`src/rtl/alu_pkg.sv`:
```
// Shared definitions for the 8-bit registered ALU, its command driver and benches.
package alu_pkg;

  localparam int DATA_W    = 8;
  localparam int OP_W      = 4;
  localparam int DEF_TAG_W = 4;

  typedef enum logic [OP_W-1:0] {
    ADD  = 4'd0,
    SUB  = 4'd1,
    AND  = 4'd2,
    OR   = 4'd3,
    XOR  = 4'd4,
    DIV  = 4'd5,
    SHL  = 4'd6,
    SHR  = 4'd7,
    NAND = 4'd8
  } alu_op_e;

  typedef struct packed {
    logic [DATA_W-1:0]    a;
    logic [DATA_W-1:0]    b;
    logic [OP_W-1:0]      op;
    logic [DEF_TAG_W-1:0] tag;
  } alu_cmd_t;

  function automatic logic is_legal_op(input logic [OP_W-1:0] op);
    return op <= NAND;
  endfunction

endpackage

```
`src/rtl/alu_cmd_fifo.sv`:
```
// Synchronous command FIFO with show-ahead head entry; push/pop are ignored when full/empty.
module alu_cmd_fifo
  import alu_pkg::*;
#(
  parameter int  DEPTH   = 4,
  parameter type entry_t = alu_cmd_t
) (
  input  logic   clk,
  input  logic   reset_n,
  input  logic   push,
  input  entry_t wr_data,
  input  logic   pop,
  output entry_t rd_data,
  output logic   full,
  output logic   empty
);

  localparam int PTR_W = (DEPTH > 1) ? $clog2(DEPTH) : 1;
  localparam int CNT_W = $clog2(DEPTH + 1);
  localparam logic [CNT_W-1:0] FULL_CNT = CNT_W'(DEPTH);

  entry_t             mem_q [DEPTH];
  logic [PTR_W-1:0]   wr_ptr_q, wr_ptr_d;
  logic [PTR_W-1:0]   rd_ptr_q, rd_ptr_d;
  logic [CNT_W-1:0]   count_q, count_d;
  logic               do_push, do_pop;

  assign full    = (count_q == FULL_CNT);
  assign empty   = (count_q == '0);
  assign do_push = push && !full;
  assign do_pop  = pop && !empty;
  assign rd_data = mem_q[rd_ptr_q];

  // Depth is a power of two, so pointers wrap naturally.
  always_comb begin
    wr_ptr_d = do_push ? wr_ptr_q + PTR_W'(1) : wr_ptr_q;
    rd_ptr_d = do_pop  ? rd_ptr_q + PTR_W'(1) : rd_ptr_q;
    count_d  = count_q;
    case ({do_push, do_pop})
      2'b10:   count_d = count_q + CNT_W'(1);
      2'b01:   count_d = count_q - CNT_W'(1);
      default: count_d = count_q;
    endcase
  end

  always_ff @(posedge clk or negedge reset_n) begin
    if (!reset_n) begin
      wr_ptr_q <= '0;
      rd_ptr_q <= '0;
      count_q  <= '0;
    end else begin
      wr_ptr_q <= wr_ptr_d;
      rd_ptr_q <= rd_ptr_d;
      count_q  <= count_d;
    end
  end

  always_ff @(posedge clk) begin
    if (do_push) mem_q[wr_ptr_q] <= wr_data;
  end

endmodule

```
`src/rtl/alu_cmd_driver.sv`:
```
// Initiator front end for the registered ALU: buffers commands, issues one at a time,
// captures the ALU output one cycle after issue and returns a tagged response.
module alu_cmd_driver
  import alu_pkg::*;
#(
  parameter int CMD_DEPTH = 4,
  parameter int TAG_W     = 4
) (
  input  logic              clk,
  input  logic              reset_n,
  input  logic              cmd_valid,
  output logic              cmd_ready,
  input  logic [DATA_W-1:0] cmd_a,
  input  logic [DATA_W-1:0] cmd_b,
  input  logic [OP_W-1:0]   cmd_op,
  input  logic [TAG_W-1:0]  cmd_tag,
  output logic [DATA_W-1:0] alu_a,
  output logic [DATA_W-1:0] alu_b,
  output logic [OP_W-1:0]   alu_sel,
  input  logic [DATA_W-1:0] alu_result,
  input  logic              alu_carry,
  output logic              rsp_valid,
  input  logic              rsp_ready,
  output logic [DATA_W-1:0] rsp_result,
  output logic              rsp_carry,
  output logic [TAG_W-1:0]  rsp_tag,
  output logic              rsp_err,
  output logic              busy
);

  typedef enum logic [1:0] {S_IDLE, S_ISSUE, S_CAPTURE, S_RESP} state_e;

  typedef struct packed {
    logic [DATA_W-1:0] a;
    logic [DATA_W-1:0] b;
    logic [OP_W-1:0]   op;
    logic [TAG_W-1:0]  tag;
  } cmd_t;

  state_e            state_q, state_d;
  cmd_t              cmd_in, head;
  logic              fifo_full, fifo_empty, pop;

  logic [DATA_W-1:0] alu_a_q, alu_a_d;
  logic [DATA_W-1:0] alu_b_q, alu_b_d;
  logic [OP_W-1:0]   alu_sel_q, alu_sel_d;
  logic [TAG_W-1:0]  tag_q, tag_d;
  logic [DATA_W-1:0] rsp_result_q, rsp_result_d;
  logic              rsp_carry_q, rsp_carry_d;
  logic [TAG_W-1:0]  rsp_tag_q, rsp_tag_d;
  logic              rsp_err_q, rsp_err_d;

  assign cmd_in = '{a: cmd_a, b: cmd_b, op: cmd_op, tag: cmd_tag};
  assign pop    = (state_q == S_IDLE) && !fifo_empty;

  alu_cmd_fifo #(
    .DEPTH   (CMD_DEPTH),
    .entry_t (cmd_t)
  ) u_fifo (
    .clk     (clk),
    .reset_n (reset_n),
    .push    (cmd_valid),
    .wr_data (cmd_in),
    .pop     (pop),
    .rd_data (head),
    .full    (fifo_full),
    .empty   (fifo_empty)
  );

  always_ff @(posedge clk or negedge reset_n) begin
    if (!reset_n) state_q <= S_IDLE;
    else          state_q <= state_d;
  end

  always_comb begin
    state_d = state_q;
    case (state_q)
      S_IDLE:    if (!fifo_empty) state_d = is_legal_op(head.op) ? S_ISSUE : S_RESP;
      S_ISSUE:   state_d = S_CAPTURE;
      S_CAPTURE: state_d = S_RESP;
      S_RESP:    if (rsp_ready) state_d = S_IDLE;
      default:   state_d = S_IDLE;
    endcase
  end

  always_comb begin
    cmd_ready = !fifo_full;
    rsp_valid = (state_q == S_RESP);
    busy      = (state_q != S_IDLE) || !fifo_empty;
  end

  // Illegal ops bypass the ALU entirely and leave its inputs untouched.
  always_comb begin
    alu_a_d      = alu_a_q;
    alu_b_d      = alu_b_q;
    alu_sel_d    = alu_sel_q;
    tag_d        = tag_q;
    rsp_result_d = rsp_result_q;
    rsp_carry_d  = rsp_carry_q;
    rsp_tag_d    = rsp_tag_q;
    rsp_err_d    = rsp_err_q;
    if (pop) begin
      if (is_legal_op(head.op)) begin
        alu_a_d   = head.a;
        alu_b_d   = head.b;
        alu_sel_d = head.op;
        tag_d     = head.tag;
      end else begin
        rsp_result_d = '0;
        rsp_carry_d  = 1'b0;
        rsp_err_d    = 1'b1;
        rsp_tag_d    = head.tag;
      end
    end else if (state_q == S_CAPTURE) begin
      rsp_result_d = alu_result;
      rsp_carry_d  = alu_carry;
      rsp_tag_d    = tag_q;
      rsp_err_d    = (alu_sel_q == DIV) && (alu_b_q == '0);
    end
  end

  always_ff @(posedge clk or negedge reset_n) begin
    if (!reset_n) begin
      alu_a_q      <= '0;
      alu_b_q      <= '0;
      alu_sel_q    <= '0;
      tag_q        <= '0;
      rsp_result_q <= '0;
      rsp_carry_q  <= 1'b0;
      rsp_tag_q    <= '0;
      rsp_err_q    <= 1'b0;
    end else begin
      alu_a_q      <= alu_a_d;
      alu_b_q      <= alu_b_d;
      alu_sel_q    <= alu_sel_d;
      tag_q        <= tag_d;
      rsp_result_q <= rsp_result_d;
      rsp_carry_q  <= rsp_carry_d;
      rsp_tag_q    <= rsp_tag_d;
      rsp_err_q    <= rsp_err_d;
    end
  end

  assign alu_a      = alu_a_q;
  assign alu_b      = alu_b_q;
  assign alu_sel    = alu_sel_q;
  assign rsp_result = rsp_result_q;
  assign rsp_carry  = rsp_carry_q;
  assign rsp_tag    = rsp_tag_q;
  assign rsp_err    = rsp_err_q;

endmodule
```
`config.mk`:
```
export PLATFORM = sky130hd
export DESIGN_NAME = alu_cmd_driver
export DESIGN_NICKNAME = d
export VERILOG_FILES = /design/src/rtl/alu_pkg.sv /design/src/rtl/alu_cmd_fifo.sv /design/src/rtl/alu_cmd_driver.sv
export SDC_FILE = /design/constraint.sdc
export NUM_CORES = 1
export LEC_CHECK = 0
export ABC_AREA = 1
export CAP_MARGIN = 20
export CORE_ASPECT_RATIO = 1.1
export CORE_MARGIN = 2
export CORE_UTILIZATION = 55
export CTS_CLUSTER_SIZE = 20
export DETAILED_ROUTE_END_ITERATION = 16
export GPL_ROUTABILITY_DRIVEN = 0
export PLACE_DENSITY = 0.87
export SLEW_MARGIN = 15
export SYNTH_ARGS = -nofsm -noshare
export SYNTH_HDL_FRONTEND = slang
export SYNTH_SLANG_ARGS = --single-unit
```
`constraint.sdc`:
```
create_clock -name clk -period 3.92 [get_ports clk]
set_input_delay 0.784 -clock clk [delete_from_list [all_inputs] [get_ports clk]]
set_output_delay 0.784 -clock clk [all_outputs]
set_load 0.005 [all_outputs]
```
==> results.yml <==
logic_synthesis:
  synth_compound_area_frac: 0.0736
  muxShareOfSynthArea: 0
  yosysWarnings: 0
  synthDistinctLibCells: 28
  postSynthCellCount: 486
  avgSynthCellArea_um2: 11.8
  synth_nets: 533
  synth_top_family_by_area: "simple AND/OR/NAND/NOR gates"
  synth_fa_ha_area_frac: 0.0231
  yosysSeqAreaShare: 0.707
  synth_top_cell_by_area: "edfxtp_1"
  synth-simple-area-share: 0.150
  synth-xor-area-share: 0.00610
  synth.area.top_cells: "edfxtp_1, dfrtp_1, nand2_1, o21ai_0, nand3_1"
  syn_area_mm2: 0.00574
  synth_seq_cells: 143
  synth.top_cell.area_share: 0.502
critical_path:
  crit_arrival_ns: 2.95
  r2r-start: "u_fifo.count_q[0]"
  cpPeakStageDelay_ns: 0.72
  cp.required_ns: 4.21
  cp-start-kind: "flip-flop"
  crit_chain: "o31ai_2 > inv_1 > buf_4 > ha_1 > fa_1 > a21oi_1 > o21ai_0 > xor2_1"
  cp_slowest_cell: "o31ai_2"
  cp-startpoint: "u_fifo.count_q[0]"
  setup.worst_path.class: "flip-flop to flip-flop"
  end_kind: "flip-flop"
  cp_max_fo: 21
route:
  drtIter0Drc: 478
  wl_per_cell_um: 17.5
  vias: 4005
  firstDrtPassIters: 6
  drc_errors: 0
  wirelength_mm: 12.6
  routed_via_density: 5.58
  ant_nets: 0
global_routing:
  use_met3: 0.0706
  grt_usage: 0.232
  grt_first_pass_wirelength_mm: 19.6
  grt-ovfl-total: 0
  met2_usage: 0.367
  grt_pass1_vias: 4000
  antenna_found_initial: 0
  grt_max_degree: 48
  grt-busiest-layer: "met2"
  use_met1: 0.295
final_layout:
  multiInputGateArea_mm2: 0.00146
  final_common_cell: "nand2_1"
  final_cells: 718
  regArea_mm2: 0.00406
  nets: 609
  postLayoutCellArea_mm2: 0.00721
  area_growth_pct: 25.5
  n_antenna_cell: 0
  final_cell_mix: "nand2_1, edfxtp_1, clkdlybuf4s50_1"
  fillCellCount: 662
  drive_gt1_frac: 0.0922
clock_network:
  cts_setup_buffers: 0
  ctsResizeCount: 0
  cts_buffers: 17
  holdBufCountCts: 0
  htreeDepth: 4
  cts_sinks: 143
  cts_buffer_depth: 2
  clockRootBuffer: "clkbuf_16"
  cts_tree: "done"
  clk_pin_slew_ns: 0.06
  clock_latency_ns: 0.41
timing:
  setup_violations: 0
  setup_tns_ns: 0
  tightest_slew_ns: 0.832
  fin_crit_ns: 2.66
  finalCritPeriodShare: 0.679
  relSlewSlack: 0.445
  rsz0062_at_grt: "no"
  hold_viol_final: 0
  fmax_ghz: 0.376
  clock_skew_ns: 0.0117
  drv_slew: 0
  setup_slack_ns: 1.26
pwr:
  ir_drop_mv: 0.380
  power_density_mw_per_mm2: 841
  p_leak_nw: 2.91
floorplanning:
  die_area_mm2: 0.0113
  core_region_area_mm2: 0.0103
  pin_count: 74
  rows: 39
  initial_core_util: 0.558
  die_w_um: 101
  dieHeight_um: 111
placed_design:
  place_inst: 685
  dpl_cell_area_mm2: 0.00657
  dp_slack_ns: 1.25
  dp_hpwl_mm: 7.56
  numPortBuffers: 73
worst_hold_path:
  min_path_type: "input port to asynchronous set/reset pin"
run:
  maxCapViolCount: 0
status:
  status: "completed"
-- worst max-delay path, delay by kind of cell, from the launching register on --
kind	cells	cell delay, ns
AOI/OAI and AO/OA	3	0.98
adders and majority gates	2	0.64
DFF	1	0.44
buffers and inverters	2	0.33
xor gates and xnor gates	1	0.15
-- final timing paths --
path / slack, ns / cells past startpoint / endpoint
min: 0.35 / 1 / u_fifo.wr_ptr_q[1]
max in group asynchronous: 3.06 / 2 / alu_b[3]
min reg2reg: 0.50 / 2 / alu_a[6]
max reg2reg: 1.26 / 8 / u_fifo.count_q[2]
max: 1.26 / 8 / u_fifo.count_q[2]
min in group clk: 0.50 / 2 / alu_a[6]
-- flip-flops by register name, summed over array words and instances (netlist names) --
register         cells
alu_b                8
u_fifo.wr_ptr_q      2
tag_q                4
u_fifo.mem_q        96
u_fifo.count_q       3
alu_a                8
alu_sel              4
state_q              2
u_fifo.rd_ptr_q      2
rsp_tag              4
rsp_err              1
rsp_result           8
rsp_carry            1
-- report_power, final --
part | internal (mW) | switching (mW) | leakage [nW]
clock | 1.03 | 0.586 | 0.313
combinational | 0.805 | 1.32 | 1.13
sequential | 2.08 | 0.242 | 1.46
-- cell type report --
type,count,area share
multi-input cells,296,0.203
clock inverters,9,0.00989
repair buffers,81,0.112
clock buffers,23,0.0753
well taps,143,0.0248
inverters,23,0.0123
flip-flops and latches,143,0.563
-- metrics by stage --
step	util	hold WS (ns)	power, mW
floorplan	-	0.459	3.63
global placement	0.638	0.456	4.25
detailed placement	0.638	0.464	4.39
CTS	0.697	0.495	6.05
global route	0.700	0.364	6.40
finish	0.700	0.349	6.06
-- Yosys cell counts, drive strengths merged --
cell      n
o22ai    16
o31ai     1
ha        9
nand2   109
nand3    45
nand4     1
inv      22
xnor2     1
clkinv    1
edfxtp   96
fa        1
nor4b     1
xor2      3
dfrtp    47
clkbuf    9
nor2     45
nor4      2
o21ai    54
a21oi     8
buf      15
-- logic make-up after synthesis --
logic type | after synthesis
and+or+nand+nor | 203
DFF | 143
AOI/OAI and AO/OA | 79
buffers and inverters | 47
adders and majority gates | 10
xor gates and xnor gates | 4
-- layer usage --
layer	share of wire	vias up	wire length, µm
met2	0.51	196	6460
met1	0.40	1963	5050
met3	0.073	14	918
met4	0.012	0	157
li1	-	1832	-
met5	0	-	0
Power figures use the tool's default switching activity.
==> edit 1 (same flow settings) <==
Take the reset off `tag_q`, `rsp_result_q` and `rsp_tag_q` and load them in a clocked block of their own.
--- a/src/rtl/alu_cmd_driver.sv
+++ b/src/rtl/alu_cmd_driver.sv
@@ -124,21 +124,21 @@
       alu_a_q      <= '0;
       alu_b_q      <= '0;
       alu_sel_q    <= '0;
-      tag_q        <= '0;
-      rsp_result_q <= '0;
       rsp_carry_q  <= 1'b0;
-      rsp_tag_q    <= '0;
       rsp_err_q    <= 1'b0;
     end else begin
       alu_a_q      <= alu_a_d;
       alu_b_q      <= alu_b_d;
       alu_sel_q    <= alu_sel_d;
-      tag_q        <= tag_d;
-      rsp_result_q <= rsp_result_d;
       rsp_carry_q  <= rsp_carry_d;
-      rsp_tag_q    <= rsp_tag_d;
       rsp_err_q    <= rsp_err_d;
     end
+  end
+
+  always_ff @(posedge clk) begin
+    tag_q        <= tag_d;
+    rsp_result_q <= rsp_result_d;
+    rsp_tag_q    <= rsp_tag_d;
   end
 
   assign alu_a      = alu_a_q;
Behaviour: differs if reset_n is asserted again (counterexample within 4 cycles, from zero or initial values and one cycle with reset_n low); with reset_n held inactive, the same outputs for 10 cycles.
==> edit 1 against the unedited design <==
  * Via count shrank 6.1%
  * Final area decreased by 2.0%
  * Worst setup slack worse by 89 ps
  * Synthesized area down 2.5%
  * Total power down 1.6%
  * Routed wire length fell by 3.9%
  * Worst hold slack improved by 140 ps
  * Fmax decreased by 3.2%
  * Synthesized cell count down 7.0%
  * Sequential cell count stayed put
  * Largest power group unchanged
==> edit 1: results <==
{
  "status": "finished, final reports clean",
  "cp_max_fo": 50,
  "grt_pass1_vias": 3902,
  "buffers": 80,
  "dr.pass1.iters": 5,
  "min_path_type": "flip-flop to flip-flop",
  "clock_latency_ps": 520,
  "yosys-top-cells-count": "edfxtp_1, nand2_1, nor2_1",
  "reg2reg_from": "u_fifo.rd_ptr_q[0]$_DFFE_PN0P_",
  "synth.yosys.seq_area_share_pct": 73.9,
  "dr.first_iter.drc_count": 418,
  "hpwl_mm": 7.09,
  "clk_share_pct": 8.65,
  "gr-usage-met3_pct": 6.04,
  "synthArstFlopShare_pct": 21.7,
  "multi_input_area_sq_mm": 0.00127,
  "post-route-min-period_ps": 2750,
  "m1WireLength_mm": 4.63,
  "grt_first_pass_wirelength_mm": 19.3,
  "fin_nets": 579,
  "crit_arrival_ps": 2900,
  "crit_slowest_cell": "inv_2",
  "netlist_top_cells_area": "edfxtp_1, dfrtp_1, nand2_1, nor2_1, o21ai_0",
  "grt_max_degree": 51,
  "grt_use_met2_pct": 40.6,
  "crit_path_start_kind": "flip-flop",
  "nFillCells": 634,
  "inv_count": 29,
  "vias_per_cell": 5.66,
  "worst_path_dominant_cell_family": "simple AND/OR/NAND/NOR gates",
  "synth_cell_type_count": 24,
  "num-multi-input-gates": 261,
  "skew_ps": 11.3,
  "grtUsageMet1_pct": 28.6,
  "synth_edf_count": 112,
  "area_share_nonclk_buffers_pct": 11.1,
  "routedWlPerCell_um": 18.2
}
-- edit 1: cells by family (layout without fill, tap and decap cells) --
kind of cell	count (synthesis)	in the layout	synth area share [%]
XOR/XNOR	4	4	0.626
AO/OA/AOI/OAI	77	77	7.33
AND/OR/NAND/NOR	170	170	12.1
flip-flops	143	143	73.9
buffers and inverters	48	141	3.69
adder cells (fa/ha/maj)	10	10	2.37
-- edit 1: power groups by stage --
stage	clock network [mW]	registers [mW]	logic, mW
final	1.65	2.35	1.96
after global placement	0	2.35	1.83
after floorplan	0	2.35	1.15
after CTS	1.66	2.35	1.97
after global routing	1.73	2.39	2.19
after detailed placement	0	2.37	1.93
-- edit 1: metrics by stage --
| step | hold slack, ps | cell area [sq um] | cells |
|---|---|---|---|
| floorplan | 472 | 5600 | 452 |
| CTS | 489 | 7060 | 665 |
| detailed placement | 464 | 6450 | 633 |
| global route | 511 | 7060 | 665 |
| finish | 485 | 7060 | 665 |
| global placement | 466 | 6450 | 633 |
==> edit 2 (config.mk and constraints unchanged) <==
Made on the original files. Put one more register stage on the output `rsp_err`, without a reset. The value now appears one clock later. The other outputs are not delayed to match.
--- a/src/rtl/alu_cmd_driver.sv
+++ b/src/rtl/alu_cmd_driver.sv
@@ -147,6 +147,8 @@
   assign rsp_result = rsp_result_q;
   assign rsp_carry  = rsp_carry_q;
   assign rsp_tag    = rsp_tag_q;
-  assign rsp_err    = rsp_err_q;
+  always_ff @(posedge clk) begin
+    rsp_err <= rsp_err_q;
+  end
 
 endmodule
Behaviour: not the same (a bounded check fails within 4 cycles, from zero or initial values and one cycle with reset_n low).
==> edit 2 against the unedited design <==
  * Worst setup slack got worse by 460 ps
  * Routed wire length decreased by 2.4%
  * Sequential cell count increased by 1
  * Count of clock-buffer cells in the layout increased by 3
  * Worst hold slack got worse by 110 ps
  * Synthesized area increased by 0.35%
  * Global-route usage decreased by 0.74 points
  * Sequential power about the same
  * Final area decreased by 0.61%
  * Total power decreased by 1.8%
  * Critical endpoint unchanged
==> edit 2: results <==
{
  "synthXorXnorAreaFrac_pct": 0.608,
  "maxSlewHeadroom_pct": 45.3,
  "track_usage_pct": 22.5,
  "r2r_slack_ps": 800,
  "gr-usage-met3_pct": 6.53,
  "synth_edf_count": 96,
  "status": "finished, final reports clean",
  "vias_per_cell": 5.57,
  "crit_arrival_ps": 3440,
  "synth_compound_area_share_pct": 7.34,
  "synth_cell_type_count": 29,
  "clock_latency_ps": 410,
  "grtUsageMet1_pct": 27.8,
  "grt_first_pass_wirelength_mm": 18.9,
  "netlist_top_cells_area": "edfxtp_1, dfrtp_1, nand2_1, o21ai_0, nand3_1",
  "skew_ps": 8.38,
  "synthArstFlopShare_pct": 32.6,
  "grt_pass1_vias": 3836,
  "root_buffer": "clkbuf_16",
  "globalRoute.totalOverflow": 0,
  "synthesis.nets": 534,
  "synth_fa_ha_area_share_pct": 2.30,
  "totalWireLength_mm": 12.3,
  "hpwl_mm": 7.39,
  "p_leak_nw": 2.88,
  "numCtsBuffers": 17,
  "drive_above_1_share_pct": 8.35,
  "r2r_cells": 6,
  "grt_use_met2_pct": 36.4,
  "dr.first_iter.drc_count": 315,
  "synth.yosys.seq_area_share_pct": 70.8,
  "dr.pass1.iters": 5,
  "nFillCells": 694,
  "ir_drop_v": 0.000439
}
-- edit 2: cells by family (layout without fill, tap and decap cells) --
family / Yosys count / count (layout)
flip-flops: 144 / 144
XOR/XNOR: 4 / 4
adder cells (fa/ha/maj): 10 / 10
AND/OR/NAND/NOR: 203 / 203
buffers and inverters: 47 / 135
AO/OA/AOI/OAI: 79 / 79
-- edit 2: how the worst max path moves through the flow --
| stage | slack (ps) | to | startpoint | cells past startpoint |
|---|---|---|---|---|
| floorplan | 1530 | u_fifo.mem_q[0][0]$_DFFE_PP_ | cmd_valid | 2 |
| global placement | 1050 | u_fifo.count_q[2]$_DFFE_PN0P_ | u_fifo.count_q[0]$_DFFE_PN0P_ | 7 |
| detailed placement | 960 | u_fifo.count_q[2]$_DFFE_PN0P_ | u_fifo.count_q[0]$_DFFE_PN0P_ | 7 |
| CTS | 860 | u_fifo.count_q[2]$_DFFE_PN0P_ | u_fifo.count_q[0]$_DFFE_PN0P_ | 6 |
| global route | 620 | u_fifo.count_q[2]$_DFFE_PN0P_ | u_fifo.count_q[0]$_DFFE_PN0P_ | 7 |
| finish | 800 | u_fifo.count_q[2]$_DFFE_PN0P_ | u_fifo.count_q[0]$_DFFE_PN0P_ | 6 |
-- edit 2: per-layer routing --
| layer | wire length, um | part of all wire [%] | vias to the layer above |
|---|---|---|---|
| met5 | 0 | 0 | - |
| met4 | 299 | 2.4 | 0 |
| met3 | 1010 | 8.3 | 33 |
| met2 | 6160 | 50 | 218 |
| met1 | 4810 | 39 | 1904 |
| li1 | - | - | 1841 |
-- edit 2: layout make-up --
type,instances,share of cell area (%)
sequential,144,56.9
multi-input combinational,296,20.4
timing repair buffer,80,11.0
clock buffer,26,7.13
tap,143,2.50
inverter,23,1.24
clock inverter,6,0.768
-- edit 2: power breakdown --
part           total, mW  switching, mW  internal [mW]
logic               2.11           1.31          0.800
registers           2.32          0.234           2.09
clock network       1.52          0.561          0.956
-- edit 2: critical path, delay by kind of cell (launching register included) --
| kind | cells | cell delay [ps] |
|---|---|---|
| AO/OA/AOI/OAI | 2 | 1000 |
| XOR/XNOR | 1 | 200 |
| adder cells (fa/ha/maj) | 2 | 800 |
| buffers and inverters | 1 | 580 |
| flip-flops | 1 | 450 |
-- edit 2: per-stage QoR --
| step | cell area, sq um | hold WS (ps) | setup WS, ps | utilization (%) | instances |
|---|---|---|---|---|---|
| after floorplan | 5760 | 348 | 1530 | - | 487 |
| after global placement | 6580 | 357 | 1050 | 63.9 | 685 |
| after detailed placement | 6580 | 365 | 961 | 63.9 | 685 |
| after CTS | 7140 | 379 | 858 | 69.4 | 717 |
| after global routing | 7160 | 248 | 615 | 69.6 | 718 |
| final | 7160 | 244 | 801 | 69.6 | 718 |
